**config.mk**
```make
export PLATFORM = sky130hd
export DESIGN_NAME = sd_ram_bridge
export DESIGN_NICKNAME = d
export VERILOG_FILES = /design/src/rtl/sd_ram_bridge_pkg.sv /design/src/rtl/sd_bus_timer.sv /design/src/rtl/sd_ram_bridge.sv
export SDC_FILE = /design/constraint.sdc
export NUM_CORES = 1
export LEC_CHECK = 0
export CELL_PAD_IN_SITES_DETAIL_PLACEMENT = 0
export CELL_PAD_IN_SITES_GLOBAL_PLACEMENT = 1
export CORE_MARGIN = 8
export CORE_UTILIZATION = 30
export CTS_CLUSTER_SIZE = 16
export DETAILED_ROUTE_END_ITERATION = 8
export GPL_TIMING_DRIVEN = 0
export PLACE_DENSITY = 0.92
export REMOVE_ABC_BUFFERS = 1
export SYNTH_ARGS = -nofsm -noshare
export SYNTH_HDL_FRONTEND = slang
export SYNTH_SLANG_ARGS = --single-unit
```
**constraint.sdc**
```tcl
create_clock -name CLK -period 2.8 [get_ports CLK]
set_input_delay 0.56 -clock CLK [delete_from_list [all_inputs] [get_ports CLK]]
set_output_delay 0.56 -clock CLK [all_outputs]
set_load 0.01 [all_outputs]
```
**src/rtl/sd_ram_bridge_pkg.sv**
```systemverilog
// Shared types and helpers for the SD ADMA RAM-port to system-bus bridge.
package sd_ram_bridge_pkg;

  typedef enum logic [1:0] {
    SDRB_IDLE    = 2'd0,
    SDRB_RD_REQ  = 2'd1,
    SDRB_RD_WAIT = 2'd2,
    SDRB_WR_REQ  = 2'd3
  } sdrb_state_e;

  localparam int unsigned HOST_ADDR_W = 64;
  localparam int unsigned BUS_DATA_W  = 32;

  // Host address must be word aligned and fit inside the bus address space.
  function automatic logic addr_illegal(input logic [HOST_ADDR_W-1:0] addr,
                                        input int unsigned addr_w);
    return (addr[1:0] != 2'b00) || ((addr >> addr_w) != '0);
  endfunction

endpackage

```
**src/rtl/sd_bus_timer.sv**
```systemverilog
// Bus timeout counter: cleared on state entry, counts while enabled.
module sd_bus_timer
  import sd_ram_bridge_pkg::*;
#(
  parameter int TIMEOUT = 255,
  parameter int TMR_W   = 8
) (
  input  logic clk,
  input  logic rst,
  input  logic clr,
  input  logic en,
  output logic expired
);

  logic [TMR_W-1:0] cnt_q;
  logic [TMR_W-1:0] cnt_d;

  always_comb begin
    cnt_d = cnt_q;
    if (clr) begin
      cnt_d = '0;
    end else if (en) begin
      cnt_d = cnt_q + 1'b1;
    end
  end

  always_ff @(posedge clk) begin
    if (rst) begin
      cnt_q <= '0;
    end else begin
      cnt_q <= cnt_d;
    end
  end

  // Fires in the last allowed wait cycle, so a state waits TIMEOUT cycles in total.
  assign expired = en && (cnt_q == TMR_W'(TIMEOUT - 1));

endmodule

```
**src/rtl/sd_ram_bridge.sv**
```systemverilog
// Converts SD host ADMA RAM strobes into single outstanding req/gnt/rvalid bus
// transactions, stalling the host with STOP and reporting sticky errors.
module sd_ram_bridge
  import sd_ram_bridge_pkg::*;
#(
  parameter int ADDR_W  = 32,
  parameter int TIMEOUT = 255,
  parameter int TMR_W   = 8
) (
  input  logic              CLK,
  input  logic              RESET,
  input  logic [63:0]       ram_address,
  input  logic              ram_read_enable,
  input  logic              ram_write_enable,
  input  logic [31:0]       data_to_ram,
  output logic [31:0]       data_from_ram,
  output logic              STOP,
  output logic              bus_req,
  output logic              bus_we,
  output logic [ADDR_W-1:0] bus_addr,
  output logic [31:0]       bus_wdata,
  input  logic              bus_gnt,
  input  logic              bus_rvalid,
  input  logic [31:0]       bus_rdata,
  input  logic              err_clear,
  output logic              err_timeout,
  output logic              err_range,
  output logic              err_collision
);

  sdrb_state_e       state_q, state_d;
  logic [31:0]       rdata_q, rdata_d;
  logic              stop_q, stop_d;
  logic              req_q, req_d;
  logic              we_q, we_d;
  logic [ADDR_W-1:0] addr_q, addr_d;
  logic [31:0]       wdata_q, wdata_d;
  logic              e_to_q, e_to_d;
  logic              e_rg_q, e_rg_d;
  logic              e_col_q, e_col_d;
  logic              set_to, set_rg, set_col;
  logic              tmr_expired;

  sd_bus_timer #(
    .TIMEOUT(TIMEOUT),
    .TMR_W  (TMR_W)
  ) u_timer (
    .clk    (CLK),
    .rst    (RESET),
    .clr    (state_d != state_q),
    .en     (state_q != SDRB_IDLE),
    .expired(tmr_expired)
  );

  always_comb begin
    state_d = state_q;
    rdata_d = rdata_q;
    stop_d  = stop_q;
    req_d   = req_q;
    we_d    = we_q;
    addr_d  = addr_q;
    wdata_d = wdata_q;
    set_to  = 1'b0;
    set_rg  = 1'b0;
    set_col = 1'b0;

    if (state_q == SDRB_IDLE) begin
      if (ram_read_enable && ram_write_enable) begin
        set_col = 1'b1;
      end else if (ram_read_enable || ram_write_enable) begin
        if (addr_illegal(ram_address, ADDR_W)) begin
          set_rg = 1'b1;
        end else begin
          addr_d  = {ram_address[ADDR_W-1:2], 2'b00};
          we_d    = ram_write_enable;
          wdata_d = ram_write_enable ? data_to_ram : wdata_q;
          req_d   = 1'b1;
          stop_d  = 1'b1;
          state_d = ram_read_enable ? SDRB_RD_REQ : SDRB_WR_REQ;
        end
      end
    end else if (ram_read_enable || ram_write_enable) begin
      set_col = 1'b1;
    end

    case (state_q)
      SDRB_WR_REQ: begin
        if (bus_gnt || tmr_expired) begin
          set_to  = !bus_gnt;
          req_d   = 1'b0;
          stop_d  = 1'b0;
          state_d = SDRB_IDLE;
        end
      end
      SDRB_RD_REQ: begin
        if (bus_gnt) begin
          req_d = 1'b0;
          if (bus_rvalid) begin
            rdata_d = bus_rdata;
            stop_d  = 1'b0;
            state_d = SDRB_IDLE;
          end else begin
            state_d = SDRB_RD_WAIT;
          end
        end else if (tmr_expired) begin
          set_to  = 1'b1;
          req_d   = 1'b0;
          stop_d  = 1'b0;
          state_d = SDRB_IDLE;
        end
      end
      SDRB_RD_WAIT: begin
        if (bus_rvalid) begin
          rdata_d = bus_rdata;
          stop_d  = 1'b0;
          state_d = SDRB_IDLE;
        end else if (tmr_expired) begin
          set_to  = 1'b1;
          stop_d  = 1'b0;
          state_d = SDRB_IDLE;
        end
      end
      default: ;
    endcase

    // A new error in the same cycle as err_clear must survive the clear.
    e_to_d  = (e_to_q  && !err_clear) || set_to;
    e_rg_d  = (e_rg_q  && !err_clear) || set_rg;
    e_col_d = (e_col_q && !err_clear) || set_col;
  end

  always_ff @(posedge CLK) begin
    if (RESET) begin
      state_q <= SDRB_IDLE;
      rdata_q <= '0;
      stop_q  <= 1'b0;
      req_q   <= 1'b0;
      we_q    <= 1'b0;
      addr_q  <= '0;
      wdata_q <= '0;
      e_to_q  <= 1'b0;
      e_rg_q  <= 1'b0;
      e_col_q <= 1'b0;
    end else begin
      state_q <= state_d;
      rdata_q <= rdata_d;
      stop_q  <= stop_d;
      req_q   <= req_d;
      we_q    <= we_d;
      addr_q  <= addr_d;
      wdata_q <= wdata_d;
      e_to_q  <= e_to_d;
      e_rg_q  <= e_rg_d;
      e_col_q <= e_col_d;
    end
  end

  assign data_from_ram = rdata_q;
  assign STOP          = stop_q;
  assign bus_req       = req_q;
  assign bus_we        = we_q;
  assign bus_addr      = addr_q;
  assign bus_wdata     = wdata_q;
  assign err_timeout   = e_to_q;
  assign err_range     = e_rg_q;
  assign err_collision = e_col_q;

endmodule

```
==> impl_metrics.toml <==
[hold_path]
worstHoldPathType = "reg2reg"

[drt]
first_pass_iters = 4
routedWlPerCell_um = 14.3
route.detailed.drc = 0
postRouteAntennaNets = 0
vias_per_cell = 4.46
dr.first_iter.drc_count = 171
routed_wirelength_mm = 13.3
dr_total_vias = 4154

[yosys]
ys.flop_type = "dfxtp_1"
seq_area_frac_synth_pct = 48.8
synth.cell_area_um2 = 4510
syn_area_per_cell_um2 = 8.78
syn_inst = 514
yosys_warnings = 0
synth-edff-count = 0
ys_async_sr_fraction_pct = 0
synth_cell_type_count = 44
synth-seq-cells = 110

[sta]
fmax_mhz = 387
rsz0062_at_grt = "false"
skew_ns = 0.0119
drv_slew = 0
setup-violations-final = 0
final_hold_viol_count = 0
fin_crit_sh_pct = 92.3
fin_crit_ns = 2.58
hold_ws_ns = 0.454
maxSlewHeadroom_pct = 26.7
worst_slew_pin_slew_ns = 1.10

[clocking]
clockBufferDepth = 2
cts_resized = 0
hold_buffers = 0
clock_sink_count = 110
post_cts_buffers = 0
clk_pin_slew_ns = 0.08
clk_latency_ns = 0.35
cts_tree = "yes"
numCtsBuffers = 9
htreeDepth = 3
cts_root_buf = "clkbuf_16"

[run]
drv_cap = 0

[layout]
drive_gt1_share_pct = 6.05
n_fill_cell = 1423
final_core_util_pct = 49.5
fin_nets = 876
insertedDiodeCount = 0
syn_to_final_growth_pct = 64.3
instances_no_fill = 932

[global_routing]
grt_pass1_vias = 4096
grt.total_usage_pct = 13.6
antenna_found_initial = 0
met3_usage_pct = 8.06
grt_util_met2_pct = 20.7
grt_max_degree = 97
use_met1_pct = 16.1
grt_pass1_wl_mm = 21.5
overflow = 0
busiest_layer = "met2"

[placed_design]
dp_hpwl_mm = 10.1
place_congestion = 0.731
portBuffers = 234
dp.cells = 911

[pwr]
peakVddDrop_mv = 0.257
powerDensity_nw_per_um2 = 431
p_leak_uw = 0.00256

[critical_path]
critPathKind = "in2reg"
r2r-start = "state_q[0]"
r2r_setup_slack_ns = 0.51
cp.arrival_ns = 2.87
crit_required_ns = 3.08
worst_path_max_delay_cell = "nor4_4"
rr_endpoint = "bus_addr[27]"
crit_chain = "clkdlybuf4s50_1 > nor4_1 > nand2_1 > nor4_4 > buf_6 > buf_8 > mux2i_1"
cp_slowest_stage_delay_ns = 0.69
ff2ff_path_depth = 6
crit_path_start = "ram_address[36]"
cp-start-kind = "input port"
crit_path_end_kind = "flip-flop"
cp_max_fo = 11
endpoint = "bus_addr[27]"

[status]
outcome = "completed"

[floorplan]
dieArea_um2 = 19200
die_h_um = 139
rows = 45
coreArea_um2 = 15000
io_pins = 237
start_util_pct = 30.1
die_w_um = 139
==> worst min-delay path by stage <==
stage | startpoint | to | slack (ns) | cells past startpoint
final | data_from_ram[13] | data_from_ram[13] | 0.45 | 2
after global routing | bus_addr[6] | bus_addr[6] | 0.47 | 2
after CTS | data_from_ram[31] | data_from_ram[31] | 0.46 | 2
after detailed placement | bus_wdata[7] | bus_wdata[7] | 0.45 | 2
after global placement | data_from_ram[12] | data_from_ram[12] | 0.44 | 2
after floorplan | STOP | STOP | 0.47 | 2
==> Yosys cell counts, types with 2 or more instances <==
cell type / n / share of area [%]
nand2_1: 196 / 16
buf_4: 3 / 0.50
clkbuf_1: 21 / 1.7
buf_1: 3 / 0.25
mux2i_1: 62 / 14
nor2b_1: 4 / 0.55
nor4_4: 2 / 0.94
nor4_2: 7 / 1.9
inv_1: 4 / 0.33
dfxtp_1: 110 / 49
a211oi_1: 3 / 0.50
a21oi_1: 38 / 4.2
nor2_1: 7 / 0.58
ha_1: 2 / 0.55
nand2b_1: 2 / 0.28
nor3_1: 9 / 1.0
xor2_1: 5 / 0.97
xnor2_1: 3 / 0.58
o21a_1: 2 / 0.33
buf_2: 2 / 0.22
buf_6: 5 / 1.2
nand4_1: 2 / 0.28
==> placed cells by master (no fill, tap or decap), drive strengths merged, types with 3 or more instances in the layout <==
| cell | count |
|---|---|
| clkdlybuf4s50 | 233 |
| nand4 | 3 |
| buf | 14 |
| nor3 | 9 |
| mux2i | 62 |
| clkbuf | 9 |
| a211oi | 3 |
| nor2b | 4 |
| dfxtp | 110 |
| a21oi | 38 |
| xnor2 | 3 |
| nor2 | 7 |
| nand2 | 196 |
| nor4 | 10 |
| xor2 | 5 |
| inv | 8 |
==> cell type report <==
class / count / area (µm²) / area share, %
timing repair buffer: 247 / 2520 / 34.0
sequential: 110 / 2200 / 29.7
multi-input combinational: 366 / 2120 / 28.6
tap: 188 / 235 / 3.17
clock buffer: 9 / 225 / 3.04
clock inverter: 7 / 91.3 / 1.23
inverter: 5 / 21.3 / 0.287
==> state kept, by name, summed over array words and instances, names as in the netlist, 2 cells and up <==
signal,cells
bus_wdata,32
data_from_ram,32
bus_addr,30
u_timer.cnt_q,8
state_q,2
==> per-stage QoR <==
step | setup TNS [ns] | setup WS [ns] | power [µW] | instance area (µm²)
floorplan | -19.13 | -0.317 | 1660 | 4340
global placement | -134.60 | -2.03 | 1880 | 6920
detailed placement | -9.80 | -0.384 | 1880 | 7050
CTS | 0 | 0.000941 | 3260 | 7370
global route | 0 | 0.0281 | 3340 | 7420
finish | 0 | 0.216 | 3190 | 7420
==> critical path: cells and delay by family <==
kind / cells / cell delay, ns
and+or+nand+nor: 3 / 1.25
buffers and inverters: 3 / 0.86
muxes: 1 / 0.19
==> power breakdown <==
group	switching, µW	internal [µW]	leakage (µW)	total [µW]
clock	633	717	0.000151	1350
combinational	91.7	188	0.00153	280
sequential	0.904	1560	0.000886	1570
==> cells by family (layout without fill, tap and decap cells) <==
group / Yosys count / after routing / share of synthesized area, %
AO/OA/AOI/OAI: 53 / 53 / 7.04
other: 1 / 2 / 0.0831
flip-flops: 110 / 110 / 48.8
multiplexers: 62 / 62 / 13.7
buffers and inverters: 39 / 268 / 4.38
AND/OR/NAND/NOR: 238 / 238 / 23.6
XOR/XNOR: 8 / 8 / 1.55
adder cells (fa/ha/maj): 3 / 3 / 0.776
==> metal layers <==
| metal | vias up | share of wire (%) |
|---|---|---|
| li1 | 2139 | - |
| met1 | 1850 | 43 |
| met2 | 157 | 44 |
| met3 | 8 | 12 |
| met4 | 0 | 0.90 |
| met5 | - | 0 |
Power figures use the tool's default switching activity.
